==> config.mk <==
export PLATFORM = sky130hd
export DESIGN_NAME = semaforo_monitor
export DESIGN_NICKNAME = d
export VERILOG_FILES = /design/src/rtl/semaforo_monitor.sv
export SDC_FILE = /design/constraint.sdc
export NUM_CORES = 1
export LEC_CHECK = 0
export CAP_MARGIN = 20
export CORE_UTILIZATION = 40
export CTS_CLUSTER_SIZE = 20
export DETAILED_ROUTE_END_ITERATION = 6
export GPL_TIMING_DRIVEN = 0
export HOLD_SLACK_MARGIN = 0.03
export PLACE_DENSITY_LB_ADDON = 0.2
export SLEW_MARGIN = 20
export SYNTH_ARGS = -nofsm -noshare
export SYNTH_HDL_FRONTEND = slang
export SYNTH_SLANG_ARGS = --single-unit
==> constraint.sdc <==
create_clock -name clk -period 1.7 [get_ports clk]
set_input_delay 0.17 -clock clk [delete_from_list [all_inputs] [get_ports clk]]
set_output_delay 0.17 -clock clk [all_outputs]
set_load 0.01 [all_outputs]
==> src/rtl/semaforo_monitor.sv <==
// semaforo_monitor: checks two traffic-light channels (A, B) for illegal
// codes, both-non-red conflicts, bad phase sequences, over-long green/yellow
// phases and short yellow phases, and counts completed channel-A cycles.
// Optional build macro: SEMAFORO_MON_STICKY_EN (latch the first violation
// until reset instead of pulsing err per violating sample).
module semaforo_monitor #(
   parameter int YEL_MIN = 1,
   parameter int YEL_MAX = 2,
   parameter int GRN_MAX = 8
) (
   input  logic       clk,
   input  logic       rst,
   input  logic [2:0] A,
   input  logic [2:0] B,
   output logic       err,
   output logic [2:0] err_code,
   output logic       err_ch,
   output logic [7:0] cyc_cnt
);

   localparam logic [2:0] RED = 3'b100;
   localparam logic [2:0] YEL = 3'b010;
   localparam logic [2:0] GRN = 3'b001;

   localparam logic [3:0] YEL_MIN_L = 4'(YEL_MIN);
   localparam logic [3:0] YEL_MAX_L = 4'(YEL_MAX);
   localparam logic [3:0] GRN_MAX_L = 4'(GRN_MAX);

   localparam logic [2:0] C_ILLEGAL   = 3'd1;
   localparam logic [2:0] C_CONFLICT  = 3'd2;
   localparam logic [2:0] C_BAD_SEQ   = 3'd3;
   localparam logic [2:0] C_TIMEOUT   = 3'd4;
   localparam logic [2:0] C_YEL_SHORT = 3'd5;

   // index 0 = channel A, index 1 = channel B
   logic [1:0][2:0] prev_q, prev_d;
   logic [1:0][3:0] dur_q, dur_d;
   logic            err_q, err_d;
   logic [2:0]      err_code_q, err_code_d;
   logic            err_ch_q, err_ch_d;
   logic [7:0]      cyc_cnt_q, cyc_cnt_d;

   logic [1:0][2:0] code;
   logic [1:0]      legal, same, seq_err, tmo, ysh;
   logic            conflict;
   logic            viol;
   logic [2:0]      viol_code;
   logic            viol_ch;

   assign code = {B, A};

   // Per-channel history update and individual violation detectors
   always_comb begin
      prev_d  = prev_q;
      dur_d   = dur_q;
      legal   = '0;
      same    = '0;
      seq_err = '0;
      tmo     = '0;
      ysh     = '0;
      for (int c = 0; c < 2; c++) begin
         legal[c] = (code[c] == RED) || (code[c] == YEL) || (code[c] == GRN);
         same[c]  = (code[c] == prev_q[c]);
         // an illegal code leaves the channel history untouched
         if (legal[c]) begin
            prev_d[c] = code[c];
            if (same[c])
               dur_d[c] = (dur_q[c] == 4'd15) ? 4'd15 : dur_q[c] + 4'd1;
            else
               dur_d[c] = 4'd1;
            seq_err[c] = !same[c] &&
                         !((prev_q[c] == RED && code[c] == GRN) ||
                           (prev_q[c] == GRN && code[c] == YEL) ||
                           (prev_q[c] == YEL && code[c] == RED));
            // equality on the prior run length makes this fire once per phase
            tmo[c] = same[c] &&
                     ((code[c] == GRN && dur_q[c] == GRN_MAX_L) ||
                      (code[c] == YEL && dur_q[c] == YEL_MAX_L));
            ysh[c] = (prev_q[c] == YEL) && (code[c] == RED) &&
                     (dur_q[c] < YEL_MIN_L);
         end
      end
      conflict = legal[0] && legal[1] && (A != RED) && (B != RED);
   end

   // Pick the reported violation: lowest class first, channel A on ties
   always_comb begin
      viol      = 1'b1;
      viol_code = 3'd0;
      viol_ch   = 1'b0;
      if (!legal[0])        begin viol_code = C_ILLEGAL;   viol_ch = 1'b0; end
      else if (!legal[1])   begin viol_code = C_ILLEGAL;   viol_ch = 1'b1; end
      else if (conflict)    begin viol_code = C_CONFLICT;  viol_ch = 1'b0; end
      else if (seq_err[0])  begin viol_code = C_BAD_SEQ;   viol_ch = 1'b0; end
      else if (seq_err[1])  begin viol_code = C_BAD_SEQ;   viol_ch = 1'b1; end
      else if (tmo[0])      begin viol_code = C_TIMEOUT;   viol_ch = 1'b0; end
      else if (tmo[1])      begin viol_code = C_TIMEOUT;   viol_ch = 1'b1; end
      else if (ysh[0])      begin viol_code = C_YEL_SHORT; viol_ch = 1'b0; end
      else if (ysh[1])      begin viol_code = C_YEL_SHORT; viol_ch = 1'b1; end
      else                        viol = 1'b0;
   end

   // Output next-state: cycle counter plus error reporting policy
   always_comb begin
      cyc_cnt_d = cyc_cnt_q;
      if (legal[0] && prev_q[0] == RED && A == GRN)
         cyc_cnt_d = cyc_cnt_q + 8'd1;
      err_d      = err_q;
      err_code_d = err_code_q;
      err_ch_d   = err_ch_q;
`ifdef SEMAFORO_MON_STICKY_EN
      // first violation latches until reset
      if (!err_q && viol) begin
         err_d      = 1'b1;
         err_code_d = viol_code;
         err_ch_d   = viol_ch;
      end
`else
      err_d = viol;
      if (viol) begin
         err_code_d = viol_code;
         err_ch_d   = viol_ch;
      end
`endif
   end

   // State registers, cleared asynchronously by rst
   always_ff @(posedge clk or posedge rst) begin
      if (rst) begin
         prev_q     <= {RED, RED};
         dur_q      <= '0;
         err_q      <= 1'b0;
         err_code_q <= 3'd0;
         err_ch_q   <= 1'b0;
         cyc_cnt_q  <= 8'd0;
      end else begin
         prev_q     <= prev_d;
         dur_q      <= dur_d;
         err_q      <= err_d;
         err_code_q <= err_code_d;
         err_ch_q   <= err_ch_d;
         cyc_cnt_q  <= cyc_cnt_d;
      end
   end

   assign err      = err_q;
   assign err_code = err_code_q;
   assign err_ch   = err_ch_q;
   assign cyc_cnt  = cyc_cnt_q;

endmodule
# --- Yosys cells after proc, flatten, opt, wreduce, memory -nomap -nowiden ---
# Index checks and enable logic that the tools add are counted.
totals:
  out_inout_bits: 13
  inputBits: 8
  register_bits: 27
classes:
  reduce_logical: 35
  eq_ne: 22
  magnitude_cmp: 2
  add_sub_neg: 3
  mux: 36
ops:
  columns: ["op", "count"]
  rows:
  - ["3-bit two-way mux", 9]
  - ["1-bit two-way mux", 23]
  - ["1-bit logical AND", 21]
  - ["4-bit equality test (second input constant)", 4]
  - ["4-bit two-way mux", 4]
  - ["3-bit by 1-bit equality test with 1-bit output (second input constant)", 4]
  - ["3-bit by 2-bit equality test with 1-bit output (second input constant)", 4]
  - ["3-bit equality test (second input constant)", 4]
  - ["1-bit logical OR", 10]
  - ["4-bit by 1-bit adder with 4-bit output (second input constant)", 2]
  - ["8-bit by 1-bit adder with 8-bit output (second input constant)", 1]
  - ["4-bit by 2-bit equality test with 1-bit output (second input constant)", 2]
  - ["4-bit by 1-bit < comparator with 1-bit output (second input constant)", 2]
  - ["3-bit equality test", 2]
  - ["3-bit inequality test (second input constant)", 2]
  - ["1-bit zero test", 4]

# --- Logic depth before layout (Yosys ltp) ---
depth:
  depth_word: 13
  ltp_mapped: 8
  mapped_depth_nobuf: 8

# --- Worst setup path before layout ---
# Ideal clock, no wire load.
synth_path:
  path_type: "register to register"
  from: "register prev_q[2] (netlist bit)"
  to: "register cyc_cnt_q[7] (netlist: cyc_cnt[7])"
  path_slack_ns: -0.036
  synth_period_minus_slack_ns: 1.736
  setup_ns: 0.124
  path_buffers: 2
  stages_incl_launch_ff: 8
  arrival_time_ns: 1.612
  cell_sequence: "dfstp_2 clkbuf_1 and4_1 buf_4 nand4_1 nor2_1 nand3_1 xnor2_1"
synth_via:
  elab_chain_cells: 3
synth_lines:
  columns: ["item", "line_no", "text"]
  rows:
  - ["from (decl)", "36", "logic [1:0][2:0] prev_q, prev_d;"]
  - ["from (signal assigned)", "130", "prev_q <= {RED, RED};"]
  - ["from (signal assigned)", "137", "prev_q <= prev_d;"]
  - ["3-bit equality test", "106", "if (legal[0] && prev_q[0] == RED && A == GRN)"]
  - ["1-bit logical AND (2 in series)", "106", null]
  - ["to (signal assigned)", "142", "cyc_cnt_q <= cyc_cnt_d;"]
  - ["to (decl)", "41", "logic [7:0] cyc_cnt_q, cyc_cnt_d;"]
# No other way between the ends.
# A chain may end at the register's enable or synchronous reset.

# --- Final worst setup path ---
layout_path:
  from: "register prev_q[3] (netlist bit)"
  to: "register err_ch_q (netlist: err_ch)"
layout_via:
  elab_chain_cells: 13
  elab_cells_between_ends: 34
layout_lines:
  columns: ["item", "line_no", "text"]
  rows:
  - ["3-bit by 2-bit equality test with 1-bit output", "74, 79", null]
  - ["1-bit logical AND", "74, 79", null]
  - ["1-bit logical AND", "79", "ysh[c] = (prev_q[c] == YEL) && (code[c] == RED) &&"]
  - ["1-bit two-way mux", "65", "if (legal[c]) begin"]
  - ["1-bit two-way mux", "99", "else if (ysh[1]) begin viol_code = C_YEL_SHORT; viol_ch = 1'b1; end"]
  - ["1-bit two-way mux", "98", "else if (ysh[0]) begin viol_code = C_YEL_SHORT; viol_ch = 1'b0; end"]
  - ["1-bit two-way mux", "97", "else if (tmo[1]) begin viol_code = C_TIMEOUT; viol_ch = 1'b1; end"]
  - ["1-bit two-way mux", "96", "else if (tmo[0]) begin viol_code = C_TIMEOUT; viol_ch = 1'b0; end"]
  - ["1-bit two-way mux (*)", "95", "else if (seq_err[1]) begin viol_code = C_BAD_SEQ; viol_ch = 1'b1; end"]
  - ["1-bit two-way mux (*)", "94", "else if (seq_err[0]) begin viol_code = C_BAD_SEQ; viol_ch = 1'b0; end"]
  - ["1-bit two-way mux (*)", "93", "else if (conflict) begin viol_code = C_CONFLICT; viol_ch = 1'b0; end"]
  - ["1-bit two-way mux (*)", "92", "else if (!legal[1]) begin viol_code = C_ILLEGAL; viol_ch = 1'b1; end"]
  - ["1-bit two-way mux (*)", "91", "if (!legal[0]) begin viol_code = C_ILLEGAL; viol_ch = 1'b0; end"]
  - ["via err_d", "38", "logic err_q, err_d;"]
  - ["to (signal assigned)", "141", "err_ch_q <= err_ch_d;"]
  - ["to (decl)", "40", "logic err_ch_q, err_ch_d;"]
# The timed path passes the listed nets; every way through them passes the cells marked *.

==> results_dict.tcl <==
set metrics [dict create \
    outcome "finished with violations" \
    failed_checks "negative setup slack" \
    ioPinCount 21 \
    yosysSeqAreaShare 0.384 \
    fin_crit_sh 1.01 \
    syn_area_per_cell_um2 9.20 \
    fin_util 0.567 \
    final_common_cell "dfrtp_1" \
    internal_power_mw 1.21 \
    htree_levels 1 \
    final_nets 246 \
    drc 0 \
    synth-seq-cells 27 \
    cts_buffer_depth 2 \
    synth_ff_type "dfrtp_1" \
    p_clk_frac 0.213 \
    worst_setup_path_end_kind "flop" \
    p_per_area_nw_per_um2 783 \
    diodes 0 \
    dpl_cell_area_um2 2010 \
    die_area_um2 4690 \
    arrival_ps 1920 \
    firstDrtPassIters 4 \
    fin_ws_ps -22.7 \
    rsz0062_at_grt "yes" \
    grt_pass1_vias 1297 \
    grt.total_usage 0.173 \
    max_freq_ghz 0.580 \
    dp_hpwl_um 2490 \
    syn_inst 192 \
    cts.clk_slew.worst_paths_ps 100 \
    netlist_top_cells_area "dfrtp_1 (35%), ha_1 (5.0%), xnor2_1 (4.5%)" \
    io_buffers 18 \
    cts-root-buf "clkbuf_8" \
    hold_class "in -> reg" \
    maxCapViolCount 0 \
    synth_top_area_frac 0.354 \
    grt_max_degree 28 \
    power_leakage_nw 0.994 \
    cts_hold_buffers 0 \
    first_iter_violations 62 \
    core_um2 4120 \
    antenna_found_initial 0 \
    worstSetupStartpointType "flop" \
    sw_frac_of_total 0.339 \
    mappedNetlistArea_um2 1770 \
    dp.cells 260 \
    yosys.area.top_type "dfrtp_1" \
    die_w_um 68.5 \
    die_h_um 68.5 \
    drt-vias-per-instance 5.46 \
    instances_no_fill 280 \
    synth_edf_count 0 \
    worstSetupPathType "reg -> reg" \
    ant_nets 0 \
    wl_um 4140 \
    drv_slew 0 \
    area_delta_synth_final_pct 32.0 \
    critPathMaxFanout 6 \
    combPwrFrac 0.330 \
    cp.required_ps 1900 \
    vias 1530 \
    clock_latency_ps 280 \
    grt_overflow 0 \
    peakVddDrop_v 0.000493 \
    gp_congestion 0.806 \
    relSlewSlack 0.620 \
    placementRows 23 \
    fin_skew_ps 4.83 \
    mostFrequentLayoutCells "dfrtp_1 (20), buf_4 (18), nor2_1 (16), clkdlybuf4s50_1 (16), a21oi_1 (14)" \
    whs_ps 193 \
    hold_violations 0 \
    ys_types 57 \
    grt_pass1_wl_um 5980 \
    drive_gt1_frac 0.300 \
    power_mw 1.83 \
    min_period_ps 1720 \
    routedWlPerCell_um 14.8 \
    switching_power_mw 0.619 \
    cts_sinks 27 \
    max_slew.worst_pin.slew_ps 569 \
    ys_warn_count 0 \
    design_area_um2 2330 \
    syn_nets 207 \
    seq_power_share 0.457 \
    cts_tree "yes" \
    initial_core_util 0.429 \
    cts_buffers 3 \
    setup_viol 1 \
    synthArstFlopShare 1.00 \
]
-- kinds of logic after synthesis --
family / count (synthesis) / share of synthesized area
xor gates and xnor gates: 12 / 0.0595
DFF: 27 / 0.384
buffers and inverters: 24 / 0.0616
adders and majority gates: 7 / 0.0496
AOI/OAI and AO/OA: 48 / 0.185
and+or+nand+nor: 73 / 0.254
muxes: 1 / 0.00637
-- metal layers --
layer / vias to the layer above / part of all wire / global-route usage
met5: - / 0 / 0
li1: 771 / - / -
met1: 730 / 0.46 / 0.231
met2: 25 / 0.50 / 0.277
met3: 4 / 0.032 / 0.0400
met4: 0 / 0.0075 / 0.0469
-- final cells by class --
type,count,area [µm²]
fillers,370,1780
multi-input cells,141,1100
flip-flops and latches,27,684
repair buffers,36,320
plain buffers,9,65.1
well taps,50,62.6
inverters,13,48.8
clock buffers,3,41.3
clock inverters,1,7.51
-- worst paths after layout --
check	start	to	slack, ps	depth (start not counted)
max in group asynchronous	rst	prev_q[1]	1030	2
worst max-delay path	prev_q[3]	err_ch	-20	5
worst max register to register	prev_q[3]	err_ch	-20	5
worst min-delay path	B[2]	prev_q[5]	190	3
min in group asynchronous	rst	dur_q[7]	260	2
worst min register to register	cyc_cnt[7]	cyc_cnt[7]	480	1
-- cells in the mapped netlist (all sizes together), types with 2 or more instances --
| cell type | number |
|---|---|
| nor3 | 3 |
| a21boi | 2 |
| and4bb | 2 |
| o21ai | 12 |
| a31oi | 2 |
| o32ai | 5 |
| buf | 7 |
| ha | 7 |
| nor3b | 6 |
| a21oi | 14 |
| inv | 13 |
| nand3b | 2 |
| nand4b | 2 |
| nor2 | 18 |
| dfrtp | 25 |
| or3 | 2 |
| o21a | 2 |
| nand3 | 5 |
| nand2b | 3 |
| xnor2 | 9 |
| clkbuf | 4 |
| nand4 | 4 |
| xor2 | 3 |
| nand2 | 14 |
| dfstp | 2 |
| and3 | 3 |
| o22ai | 2 |
-- what timing repair did --
item,4_1_cts,5_1_grt
pin swaps,7,13
gates resized for setup,9,32
setup endpoints to repair,10,11
buffers inserted,8,10
cloned,0,0
-- worst max-delay path: stages (launching register included) --
cell and delay [ps]:
dfrtp_2 450, or3_4 410, o2111a_1 280, and3b_2 310, nand3_4 90, o32ai_2 100
-- registers in the layout, indices dropped and copies added (netlist names) --
signal	flops
prev_q	6
err	1
cyc_cnt	8
dur_q	8
err_ch	1
err_code	3
-- stage by stage --
step                TNS, ps  worst slack (ps)
CTS                   -72.9             -24.9
global route           -475              -108
floorplan                 0              76.6
detailed placement    -3970              -363
global placement      -3580              -331
finish                -22.7             -22.7
-- power groups by stage --
stage | Sequential [mW] | Combinational, mW | Clock (mW)
3_3_place_gp | 0.828 | 0.466 | 0
6_report | 0.835 | 0.603 | 0.389
3_5_place_dp | 0.831 | 0.468 | 0
4_1_cts | 0.826 | 0.505 | 0.410
2_1_floorplan | 0.827 | 0.313 | 0
5_1_grt | 0.846 | 0.673 | 0.429
(Power assumes the default switching activity.)
